===== src/rtl/mem_read_arbiter_pkg.sv =====
// Shared types and constants for the three-way AXI read arbiter.
// State encodings, requester indices and address alignment helpers.
// Imported by the selector, the top and the bench.
package mem_read_arbiter_pkg;

  typedef enum logic [1:0] {
    RD_IDLE = 2'd0,
    RD_ADDR = 2'd1,
    RD_DATA = 2'd2
  } rd_state_e;

  localparam int NUM_REQ = 3;
  localparam int REQ_UC  = 0;
  localparam int REQ_DC  = 1;
  localparam int REQ_IC  = 2;

  localparam int WORD_OFFSET_W = 2;
  localparam int LINE_OFFSET_W = 5;

  // Align a byte address down to its 32-bit word.
  function automatic logic [31:0] word_base(input logic [31:0] a);
    return {a[31:WORD_OFFSET_W], {WORD_OFFSET_W{1'b0}}};
  endfunction

  // Align a byte address down to its cache line.
  function automatic logic [31:0] line_base(input logic [31:0] a);
    return {a[31:LINE_OFFSET_W], {LINE_OFFSET_W{1'b0}}};
  endfunction

endpackage


===== src/rtl/mem_read_arbiter_if.sv =====
// AXI read address/data channel as seen by the arbiter and the bridge.
// master = arbiter side, slave = AXI bridge side.
// No logic, signal bundle only.
interface mem_read_arbiter_if;
  logic        ren;
  logic        arready;
  logic [31:0] raddr;
  logic [3:0]  rlen;
  logic        rready;
  logic        rvalid;
  logic [31:0] rdata;

  modport master (
    output ren, raddr, rlen, rready,
    input  arready, rvalid, rdata
  );

  modport slave (
    input  ren, raddr, rlen, rready,
    output arready, rvalid, rdata
  );
endinterface


===== src/rtl/mem_rd_prio_sel.sv =====
// Fixed-priority one-hot selector: UC > DC > IC, IC forced when starved.
// Purely combinational, zero latency.
// No backpressure; callers only sample the grant when they can accept it.
module mem_rd_prio_sel
  import mem_read_arbiter_pkg::*;
(
  input  logic [NUM_REQ-1:0] elig_i,
  input  logic               starve_i,
  output logic [NUM_REQ-1:0] gnt_o
);

  // Pick at most one eligible requester.
  always_comb begin
    gnt_o = '0;
    if (starve_i && elig_i[REQ_IC]) begin
      gnt_o[REQ_IC] = 1'b1;
    end else if (elig_i[REQ_UC]) begin
      gnt_o[REQ_UC] = 1'b1;
    end else if (elig_i[REQ_DC]) begin
      gnt_o[REQ_DC] = 1'b1;
    end else if (elig_i[REQ_IC]) begin
      gnt_o[REQ_IC] = 1'b1;
    end
  end

endmodule


===== src/rtl/mem_read_arbiter.sv =====
// Shares one AXI read channel between uncached loads, DCache and ICache refills.
// Grant to address valid 1 cycle; return beats steered with 0 latency.
// Requesters hold req until served; the bridge stalls us via arready/rvalid.
module mem_read_arbiter
  import mem_read_arbiter_pkg::*;
#(
  parameter int BEATS        = 8,
  parameter int STARVE_LIMIT = 4
) (
  input  logic        clk,
  input  logic        rst,
  input  logic        uc_req_i,
  input  logic [31:0] uc_addr_i,
  output logic        uc_rvalid_o,
  input  logic        dc_req_i,
  input  logic [31:0] dc_addr_i,
  output logic        dc_rvalid_o,
  output logic        dc_rlast_o,
  input  logic        ic_req_i,
  input  logic [31:0] ic_addr_i,
  output logic        ic_rvalid_o,
  output logic        ic_rlast_o,
  output logic [31:0] rdata_o,
  output logic [3:0]  beat_idx_o,
  input  logic        wb_pending_i,
  input  logic [31:0] wb_addr_i,
  mem_read_arbiter_if.master axi
);

  localparam logic [3:0] BURST_LEN  = 4'(BEATS - 1);
  localparam logic [3:0] STARVE_MAX = 4'(STARVE_LIMIT);

  rd_state_e          state_q, state_d;
  logic [NUM_REQ-1:0] grant_q, grant_d;
  logic [3:0]         beat_cnt_q, beat_cnt_d;
  logic [3:0]         starve_cnt_q, starve_cnt_d;
  logic [31:0]        addr_q, addr_d;
  logic [3:0]         rlen_q, rlen_d;

  logic [NUM_REQ-1:0] elig;
  logic [NUM_REQ-1:0] gnt_sel;
  logic               starved;
  logic               last_beat;

  // Hold back data-side reads that would overtake a pending write to the same word/line.
  always_comb begin
    elig         = '0;
    elig[REQ_UC] = uc_req_i &&
                   !(wb_pending_i && (word_base(wb_addr_i) == word_base(uc_addr_i)));
    elig[REQ_DC] = dc_req_i &&
                   !(wb_pending_i && (line_base(wb_addr_i) == line_base(dc_addr_i)));
    elig[REQ_IC] = ic_req_i;
  end

  assign starved   = (starve_cnt_q == STARVE_MAX);
  assign last_beat = (beat_cnt_q == rlen_q);

  mem_rd_prio_sel u_prio_sel (
    .elig_i   (elig),
    .starve_i (starved),
    .gnt_o    (gnt_sel)
  );

  // State, grant, counters and latched burst descriptor.
  always_ff @(posedge clk) begin
    if (rst) begin
      state_q      <= RD_IDLE;
      grant_q      <= '0;
      beat_cnt_q   <= '0;
      starve_cnt_q <= '0;
      addr_q       <= '0;
      rlen_q       <= '0;
    end else begin
      state_q      <= state_d;
      grant_q      <= grant_d;
      beat_cnt_q   <= beat_cnt_d;
      starve_cnt_q <= starve_cnt_d;
      addr_q       <= addr_d;
      rlen_q       <= rlen_d;
    end
  end

  // Next state: arbitrate in IDLE, wait for arready, count beats to the end of the burst.
  always_comb begin
    state_d      = state_q;
    grant_d      = grant_q;
    beat_cnt_d   = beat_cnt_q;
    starve_cnt_d = starve_cnt_q;
    addr_d       = addr_q;
    rlen_d       = rlen_q;
    case (state_q)
      RD_IDLE: begin
        if (|gnt_sel) begin
          state_d = RD_ADDR;
          grant_d = gnt_sel;
          if (gnt_sel[REQ_UC]) begin
            addr_d = word_base(uc_addr_i);
            rlen_d = 4'd0;
          end else if (gnt_sel[REQ_DC]) begin
            addr_d = line_base(dc_addr_i);
            rlen_d = BURST_LEN;
          end else begin
            addr_d = line_base(ic_addr_i);
            rlen_d = BURST_LEN;
          end
          // IC losing while it waits counts towards its forced win.
          if (gnt_sel[REQ_IC] || !ic_req_i) begin
            starve_cnt_d = '0;
          end else if (starve_cnt_q != STARVE_MAX) begin
            starve_cnt_d = starve_cnt_q + 4'd1;
          end
        end
      end
      RD_ADDR: begin
        if (axi.arready) begin
          state_d = RD_DATA;
        end
      end
      RD_DATA: begin
        if (axi.rvalid) begin
          if (last_beat) begin
            state_d    = RD_IDLE;
            beat_cnt_d = '0;
            grant_d    = '0;
          end else begin
            beat_cnt_d = beat_cnt_q + 4'd1;
          end
        end
      end
      default: begin
        state_d = RD_IDLE;
      end
    endcase
  end

  // Outputs: AXI handshakes from state, return steering to the granted port only; forced low in reset.
  always_comb begin
    axi.ren     = 1'b0;
    axi.raddr   = '0;
    axi.rlen    = '0;
    axi.rready  = 1'b0;
    uc_rvalid_o = 1'b0;
    dc_rvalid_o = 1'b0;
    dc_rlast_o  = 1'b0;
    ic_rvalid_o = 1'b0;
    ic_rlast_o  = 1'b0;
    rdata_o     = '0;
    beat_idx_o  = '0;
    if (!rst) begin
      case (state_q)
        RD_ADDR: begin
          axi.ren   = 1'b1;
          axi.raddr = addr_q;
          axi.rlen  = rlen_q;
        end
        RD_DATA: begin
          axi.raddr  = addr_q;
          axi.rlen   = rlen_q;
          axi.rready = 1'b1;
          rdata_o    = axi.rdata;
          beat_idx_o = beat_cnt_q;
          if (axi.rvalid) begin
            uc_rvalid_o = grant_q[REQ_UC];
            dc_rvalid_o = grant_q[REQ_DC];
            dc_rlast_o  = grant_q[REQ_DC] && last_beat;
            ic_rvalid_o = grant_q[REQ_IC];
            ic_rlast_o  = grant_q[REQ_IC] && last_beat;
          end
        end
        default: begin
        end
      endcase
    end
  end

endmodule


===== src/flat_wrapper.sv =====
// flat-port wrapper written by rule: the top's interface ports become plain ports
module mem_read_arbiter_flat import mem_read_arbiter_pkg::*;
#(
  parameter int BEATS        = 8,
  parameter int STARVE_LIMIT = 4
)
  (clk, rst, uc_req_i, uc_addr_i, uc_rvalid_o, dc_req_i, dc_addr_i, dc_rvalid_o, dc_rlast_o, ic_req_i, ic_addr_i, ic_rvalid_o, ic_rlast_o, rdata_o, beat_idx_o, wb_pending_i, wb_addr_i, axi_ren, axi_raddr, axi_rlen, axi_rready, axi_arready, axi_rvalid, axi_rdata);
  mem_read_arbiter_if axi_i ();
  input  logic clk;
  input  logic rst;
  input  logic uc_req_i;
  input  logic [31:0] uc_addr_i;
  output logic uc_rvalid_o;
  input  logic dc_req_i;
  input  logic [31:0] dc_addr_i;
  output logic dc_rvalid_o;
  output logic dc_rlast_o;
  input  logic ic_req_i;
  input  logic [31:0] ic_addr_i;
  output logic ic_rvalid_o;
  output logic ic_rlast_o;
  output logic [31:0] rdata_o;
  output logic [3:0] beat_idx_o;
  input  logic wb_pending_i;
  input  logic [31:0] wb_addr_i;
  output wire logic [$bits(axi_i.ren)-1:0] axi_ren;
  output wire logic [$bits(axi_i.raddr)-1:0] axi_raddr;
  output wire logic [$bits(axi_i.rlen)-1:0] axi_rlen;
  output wire logic [$bits(axi_i.rready)-1:0] axi_rready;
  input wire logic [$bits(axi_i.arready)-1:0] axi_arready;
  input wire logic [$bits(axi_i.rvalid)-1:0] axi_rvalid;
  input wire logic [$bits(axi_i.rdata)-1:0] axi_rdata;
  assign axi_ren = axi_i.ren;
  assign axi_raddr = axi_i.raddr;
  assign axi_rlen = axi_i.rlen;
  assign axi_rready = axi_i.rready;
  assign axi_i.arready = axi_arready;
  assign axi_i.rvalid = axi_rvalid;
  assign axi_i.rdata = axi_rdata;
  mem_read_arbiter #(.BEATS(BEATS), .STARVE_LIMIT(STARVE_LIMIT)) u_core (.clk(clk), .rst(rst), .uc_req_i(uc_req_i), .uc_addr_i(uc_addr_i), .uc_rvalid_o(uc_rvalid_o), .dc_req_i(dc_req_i), .dc_addr_i(dc_addr_i), .dc_rvalid_o(dc_rvalid_o), .dc_rlast_o(dc_rlast_o), .ic_req_i(ic_req_i), .ic_addr_i(ic_addr_i), .ic_rvalid_o(ic_rvalid_o), .ic_rlast_o(ic_rlast_o), .rdata_o(rdata_o), .beat_idx_o(beat_idx_o), .wb_pending_i(wb_pending_i), .wb_addr_i(wb_addr_i), .axi(axi_i));
endmodule

===== config.mk =====
export PLATFORM = sky130hd
export DESIGN_NAME = mem_read_arbiter_flat
export DESIGN_NICKNAME = d
export VERILOG_FILES = /design/src/rtl/mem_read_arbiter_pkg.sv /design/src/rtl/mem_read_arbiter_if.sv /design/src/rtl/mem_rd_prio_sel.sv /design/src/rtl/mem_read_arbiter.sv /design/src/flat_wrapper.sv
export SDC_FILE = /design/constraint.sdc
export NUM_CORES = 1
export LEC_CHECK = 0
export ABC_AREA = 1
export CORE_UTILIZATION = 39
export DETAILED_ROUTE_END_ITERATION = 7
export GPL_ROUTABILITY_DRIVEN = 1
export PLACE_DENSITY = 0.86
export SLEW_MARGIN = 20
export SYNTH_ARGS = -nofsm -noshare
export SYNTH_HDL_FRONTEND = slang
export SYNTH_HIERARCHICAL = 1
export SYNTH_SLANG_ARGS = --single-unit

===== constraint.sdc =====
create_clock -name clk -period 3.5 [get_ports clk]
set_input_delay 1.05 -clock clk [delete_from_list [all_inputs] [get_ports clk]]
set_output_delay 1.05 -clock clk [all_outputs]
set_load 0.02 [all_outputs]

==> out/qor.txt, run 1 <==
crit-path most repeated cell = clkdlybuf4s50_1
most frequent cells in the layout = nand2_1, clkdlybuf4s50_1, inv_1
antenna diode count = 0
Arr. time, crit path = 2.40 ns
Crit Path Class = in -> out
Port-buffer cells = 229
Max stage delay on crit path = 0.63 ns
status = finished clean
Final Wtd Congestion = 0.9984
final setup violation count = 0
nature of the critical path endpoint = output port
first-pass GRT wire length = 24030 um
main combinational cell family by area after synthesis = simple AND/OR/NAND/NOR gates
Slew Viols, Final = 0
Routed WL = 15370 um
Syn. warnings = 6
Initial Util = 0.4029
DP Wirelength = 12440 um
post-route minimum period = 3.452 ns
Syn Area/Cell = 5.360 sq um
achievable clock frequency = 289.7 MHz
layout cells sized above 1 = 0.05737
Hold Buf Count CTS = 0
die area = 11080 sq um
multi-input logic area = 2556 sq um
most common cell after layout, fill and taps aside = nand2_1
vias in the first global route = 5159
Clock Tree Buf Depth = 2
Area Overhead vs Synth = 65.70%
WL/cell = 13.40 um
final hold vios = 0
post-DR vias/cell = 4.881
row count = 37
Clock Sinks = 44
sequential element share of the synthesized area = 0.2118
DRC Markers = 0
Mapped Cells = 776
largest net degree at the start of global routing = 44
Yosys reg bits = 44
gr usage total = 0.2716
Die Width = 105.3 um
storage element area = 880.8 sq um
clock latency on the worst-skew pair = 0.31 ns
hold crit path type = reg -> reg
1st-pass router iterations = 5
CTS buffer count = 5
vias = 5599
CP max-delay cell = clkdlybuf4s50_1
nets = 1186
Worst EP required = 2.45 ns
RSZ-0062 raised after global routing = no
clock root buffer = clkbuf_8
Die Height = 105.3 um
initial antenna violation count = 0
compound-gate portion of the synthesized area = 0.1465
htree depth = 2
final period utilization = 0.9862
DRT iter0 DRCs = 437
multiplexer area fraction after synthesis = 0
Core Util, Final = 0.6676
post-route ant nets = 0
count of cell types in the netlist = 28
simple-gate portion of the synthesized area = 0.4152
Setup TNS Final = 0 ns
Fin Clk Skew = 0.01132 ns
crit start category = primary input
gr ovfl total = 0
fill cell count = 968
CTS tree = done
Ports = 247
Synth Cell Area = 4159 sq um
crit-path cells = clkdlybuf4s50_1, inv_1, nor3_1, clkdlybuf4s50_1
Core ar. = 10320 sq um
cell area power density = 392.5 nW/um^2
Clock transition at path regs = 0.10 ns
Post-Synth XOR/XNOR Area = 0.02316
adder-cell share of the synthesized area = 0.02407
leakage dissipation = 0.003422 uW
Peak VDD IR = 0.0002765 V
Max-Cap Viols = 0
CP max FO = 4
## layout make-up
| class | instances | area share |
|---|---|---|
| inverter | 144 | 0.07879 |
| clock buffer | 5 | 0.009985 |
| sequential | 44 | 0.1278 |
| tap | 136 | 0.02469 |
| multi-input combinational | 551 | 0.3709 |
| clock inverter | 3 | 0.006718 |
| timing repair buffer | 264 | 0.3811 |
## worst max-delay path, delay by kind of cell
family | cells | cell delay, ns
buf+inv | 3 | 1.18
simple gates | 1 | 0.17
## worst paths after layout
kind | startpoint | to | slack, ns | cells after the start
max | axi_rvalid | dc_rvalid_o | 0.05 | 4
min | u_core/addr_q[2]$_SDFFE_PP0P_ | u_core/addr_q[2]$_SDFFE_PP0P_ | 0.50 | 2
max reg2reg | u_core/starve_cnt_q[0]$_SDFFE_PP0P_ | u_core/addr_q[30]$_SDFFE_PP0P_ | 1.34 | 15
min reg2reg | u_core/addr_q[2]$_SDFFE_PP0P_ | u_core/addr_q[2]$_SDFFE_PP0P_ | 0.50 | 2
## cell usage after synthesis
cell type    n  share of area
nor3b_2      2         0.0060
o211a_1     16          0.039
buf_4        5         0.0090
nor4_1       2         0.0030
o21ai_1     27          0.032
o21ai_0     28          0.034
buf_2        5         0.0060
a21oi_1     13          0.016
dfxtp_1     44           0.21
nand4_1      4         0.0060
clkbuf_1    19          0.017
inv_1      140           0.13
nand2_1    229           0.21
conb_1       1        0.00090
clkinv_1     1        0.00090
buf_6        4          0.011
xnor2_1      8          0.017
o22ai_1      3         0.0045
ha_1         8          0.024
nand2_2      2         0.0030
nor2_1     131           0.12
buf_1        6         0.0054
nor3_1      37          0.045
inv_2        3         0.0027
o211ai_1    11          0.020
a211oi_1     1         0.0018
xor2_1       3         0.0063
nand3_1     23          0.028
## kinds of logic after synthesis
logic type | count (synthesis)
DFF | 44
xor gates and xnor gates | 11
adders and majority gates | 8
AOI/OAI and AO/OA | 99
and+or+nand+nor | 430
other | 1
buffers and inverters | 183
## timing repair
action,CTS,global route
cloned,0,1
gates resized for setup,4,8
pin swaps,0,0
endpoints found under the setup margin,4,36
buffers inserted,0,0
## stage by stage
step	std cells	instance area, sq um	hold WS (ns)	power (uW)	setup slack, ns
finish	1147	6892	0.4958	2705	0.04846
global route	1147	6892	0.5191	2914	0.006249
CTS	1146	6843	0.4946	2666	0.05663
detailed placement	1138	6733	0.4793	2254	-0.1648
global placement	1138	6733	0.4658	2226	-0.1203
floorplan	778	4167	0.4516	1622	0.1280
## layer usage
| layer | up-vias | global-route usage | routed length (um) |
|---|---|---|---|
| li1 | 2835 | - | - |
| met1 | 2436 | 0.3191 | 6217 |
| met2 | 298 | 0.4793 | 7179 |
| met3 | 30 | 0.06432 | 1577 |
| met4 | 0 | 0.09557 | 399 |
| met5 | - | 0 | 0 |
## state kept, by name (all words and copies together), names as in the netlist
name                 count
u_core/rlen_q            1
u_core/starve_cnt_q      4
u_core/beat_cnt_q        4
u_core/state_q           2
u_core/grant_q           3
u_core/addr_q           30
## power by group
part | internal (uW) | total, uW | switching, uW
combinational | 702 | 1640 | 933
sequential | 617 | 662 | 44.1
clock | 215 | 409 | 193
total | 1530 | 2710 | 1170
No activity file was read; power rests on OpenSTA's default activity.
==> inputs of run 2 (changes only) <==
--- a/config.mk
+++ b/config.mk
@@ -9,7 +9,7 @@
 export CORE_UTILIZATION = 39
 export DETAILED_ROUTE_END_ITERATION = 7
 export GPL_ROUTABILITY_DRIVEN = 1
-export PLACE_DENSITY = 0.86
+export PLACE_DENSITY_LB_ADDON = 0.25
 export SLEW_MARGIN = 20
 export SYNTH_ARGS = -nofsm -noshare
 export SYNTH_HDL_FRONTEND = slang
==> run 2 against run 1 <==
Effect of this change:
- cell area up 0.22%
- critical path type unchanged
- highest routed layer unchanged
- global-route usage unchanged
- maximum frequency up 0.23%
- register-to-register slack better by 0.03 ns
- non-clock buffer count unchanged
- worst hold slack better by 0.0056 ns
==> out/qor.txt, run 2 (synthesis gave the netlist of run 1 again) <==
clock power share = 0.156 (was 0.151)
multi-input logic area = 2560 sq um (was 2556 sq um)
most frequent cells in the layout = nand2_1, clkdlybuf4s50_1, inv_1 (unchanged)
Initial Util = 0.4029 (unchanged)
1st-pass router iterations = 5 (unchanged)
Clock Tree Buf Depth = 2 (unchanged)
hold crit path type = reg -> reg (unchanged)
final period utilization = 0.9838 (was 0.9862)
post-route insts no fill = 1147 (unchanged)
Area Overhead vs Synth = 66.06% (was 65.70%)
Ports = 247 (unchanged)
leakage dissipation = 0.003412 uW (was 0.003422 uW)
power share of the combinational group = 0.601 (was 0.604)
CTS tree = done (unchanged)
DP Wirelength = 12600 um (was 12440 um)
Fin Clk Skew = 0.003948 ns (was 0.01132 ns)
number of flip-flops in the largest register = 30 (unchanged)
initial antenna violation count = 0 (unchanged)
vias = 5539 (was 5599)
P_sw = 1152 uW (was 1171 uW)
beginning of the worst hold path = u_core/grant_q[1]$_SDFFE_PP0P_ (was u_core/addr_q[2]$_SDFFE_PP0P_)
setup slack, reg-to-reg = 1.37 ns (was 1.34 ns)
post-route minimum period = 3.443 ns (was 3.452 ns)
Core ar. = 10320 sq um (unchanged)
gr ovfl total = 0 (unchanged)
Routed WL = 15280 um (was 15370 um)
post-DR vias/cell = 4.829 (was 4.881)
achievable clock frequency = 290.4 MHz (was 289.7 MHz)
Die Height = 105.3 um (unchanged)
nature of the critical path endpoint = output port (unchanged)
clock latency on the worst-skew pair = 0.30 ns (was 0.31 ns)
layout cells sized above 1 = 0.05737 (unchanged)
Clock Sinks = 44 (unchanged)
vias in the first global route = 5070 (was 5159)
gr usage total = 0.2716 (unchanged)
final setup violation count = 0 (unchanged)
top flop regs = u_core/addr_q x30, u_core/beat_cnt_q x4, u_core/starve_cnt_q x4 (unchanged)
Reg2Reg Depth = 15 (unchanged)
antenna diode count = 0 (unchanged)
Int Pwr = 1574 uW (was 1535 uW)
Max-Cap Viols = 0 (unchanged)
worst r2r src = u_core/starve_cnt_q[0]$_SDFFE_PP0P_ (unchanged)
Setup TNS Final = 0 ns (unchanged)
Final Wtd Congestion = 0.9392 (was 0.9984)
largest net degree at the start of global routing = 39 (was 44)
Die Width = 105.3 um (unchanged)
Peak VDD IR = 0.0003252 V (was 0.0002765 V)
Placed Cells = 1139 (was 1138)
most common cell after layout, fill and taps aside = nand2_1 (unchanged)
Hold Buf Count CTS = 0 (unchanged)
WHS Endpoint = u_core/grant_q[1]$_SDFFE_PP0P_ (was u_core/addr_q[2]$_SDFFE_PP0P_)
htree depth = 2 (unchanged)
reg2reg end = u_core/starve_cnt_q[2]$_SDFFE_PP0P_ (was u_core/addr_q[30]$_SDFFE_PP0P_)
first-pass GRT wire length = 24050 um (was 24030 um)
status = finished clean (unchanged)
WL/cell = 13.33 um (was 13.40 um)
crit start category = primary input (unchanged)
Flop pwr share = 0.243 (was 0.245)
Clock transition at path regs = 0.08 ns (was 0.10 ns)
Port-buffer cells = 229 (unchanged)
fill cell count = 979 (was 968)
cell area power density = 394.7 nW/um^2 (was 392.5 nW/um^2)
largest reg by FF count = u_core/addr_q (unchanged)
Slew Viols, Final = 0 (unchanged)
CTS buffer count = 5 (unchanged)
storage element area = 880.8 sq um (unchanged)
Hold WS = 0.5014 ns (was 0.4958 ns)
Arr. time, crit path = 2.39 ns (was 2.40 ns)
Worst EP required = 2.45 ns (about the same)
DRT iter0 DRCs = 310 (was 437)
DRC Markers = 0 (unchanged)
row count = 37 (unchanged)
nets = 1186 (unchanged)
Sw Ratio = 0.4227 (was 0.4327)
total power = 2726 uW (was 2705 uW)
hold depth = 2 (unchanged)
Crit Path Class = in -> out (unchanged)
CP max FO = 17 (was 4)
die area = 11080 sq um (unchanged)
final hold vios = 0 (unchanged)
post-route ant nets = 0 (unchanged)
clock root buffer = clkbuf_8 (unchanged)
Core Util, Final = 0.6690 (was 0.6676)
-- run 2: worst max path at each step --
stage | from | end | slack (ns) | cells past startpoint
floorplan | rst | axi_rlen[1] | 0.13 | 4
global placement | axi_rvalid | ic_rlast_o | -0.21 | 5
detailed placement | axi_rvalid | ic_rlast_o | -0.23 | 5
CTS | axi_rvalid | ic_rlast_o | 0.03 | 5
global route | wb_addr_i[8] | u_core/state_q[0]$_SDFFE_PP0P_ | -0.002 | 22
finish | rst | axi_raddr[4] | 0.06 | 6
-- run 2: final cells by class --
cell class	count	share of cell area
clock buffer	7	0.01395
clock inverter	1	0.004348
inverter	144	0.07826
multi-input combinational	551	0.3707
sequential	44	0.1275
tap	136	0.02464
timing repair buffer	264	0.3806
-- run 2: power groups by stage --
stage	Clock (uW)	Sequential (uW)	Combinational [uW]
floorplan	0	662	960
global placement	0	668	1600
detailed placement	0	673	1620
CTS	434	662	1630
global route	456	674	1790
finish	425	663	1640
-- run 2: metal layers --
| layer | vias up | GRT usage | wire (um) |
|---|---|---|---|
| met5 | - | 0 | 0 |
| met4 | 0 | 0.07545 | 283 |
| met3 | 21 | 0.05257 | 1269 |
| met2 | 253 | 0.4901 | 7359 |
| met1 | 2431 | 0.3252 | 6372 |
| li1 | 2834 | - | - |
-- run 2: metrics by stage --
step	instance area, sq um	setup slack [ns]
final	6907	0.05654
after CTS	6887	0.03444
after global routing	6907	-0.002462
after global placement	6765	-0.2142
after floorplan	4167	0.1280
after detailed placement	6765	-0.2320
-- run 2: timing repair --
action,CTS,global route
buffers inserted,0,0
setup endpoints to repair,4,12
resized for setup,4,6
cloned,0,0
-- run 2: critical path, stage by stage --
cell and delay [ns]:
buf_2 0.13, buf_4 0.21, inv_1 0.16, nand2_1 0.10, nor2_1 0.11, clkdlybuf4s50_1 0.63
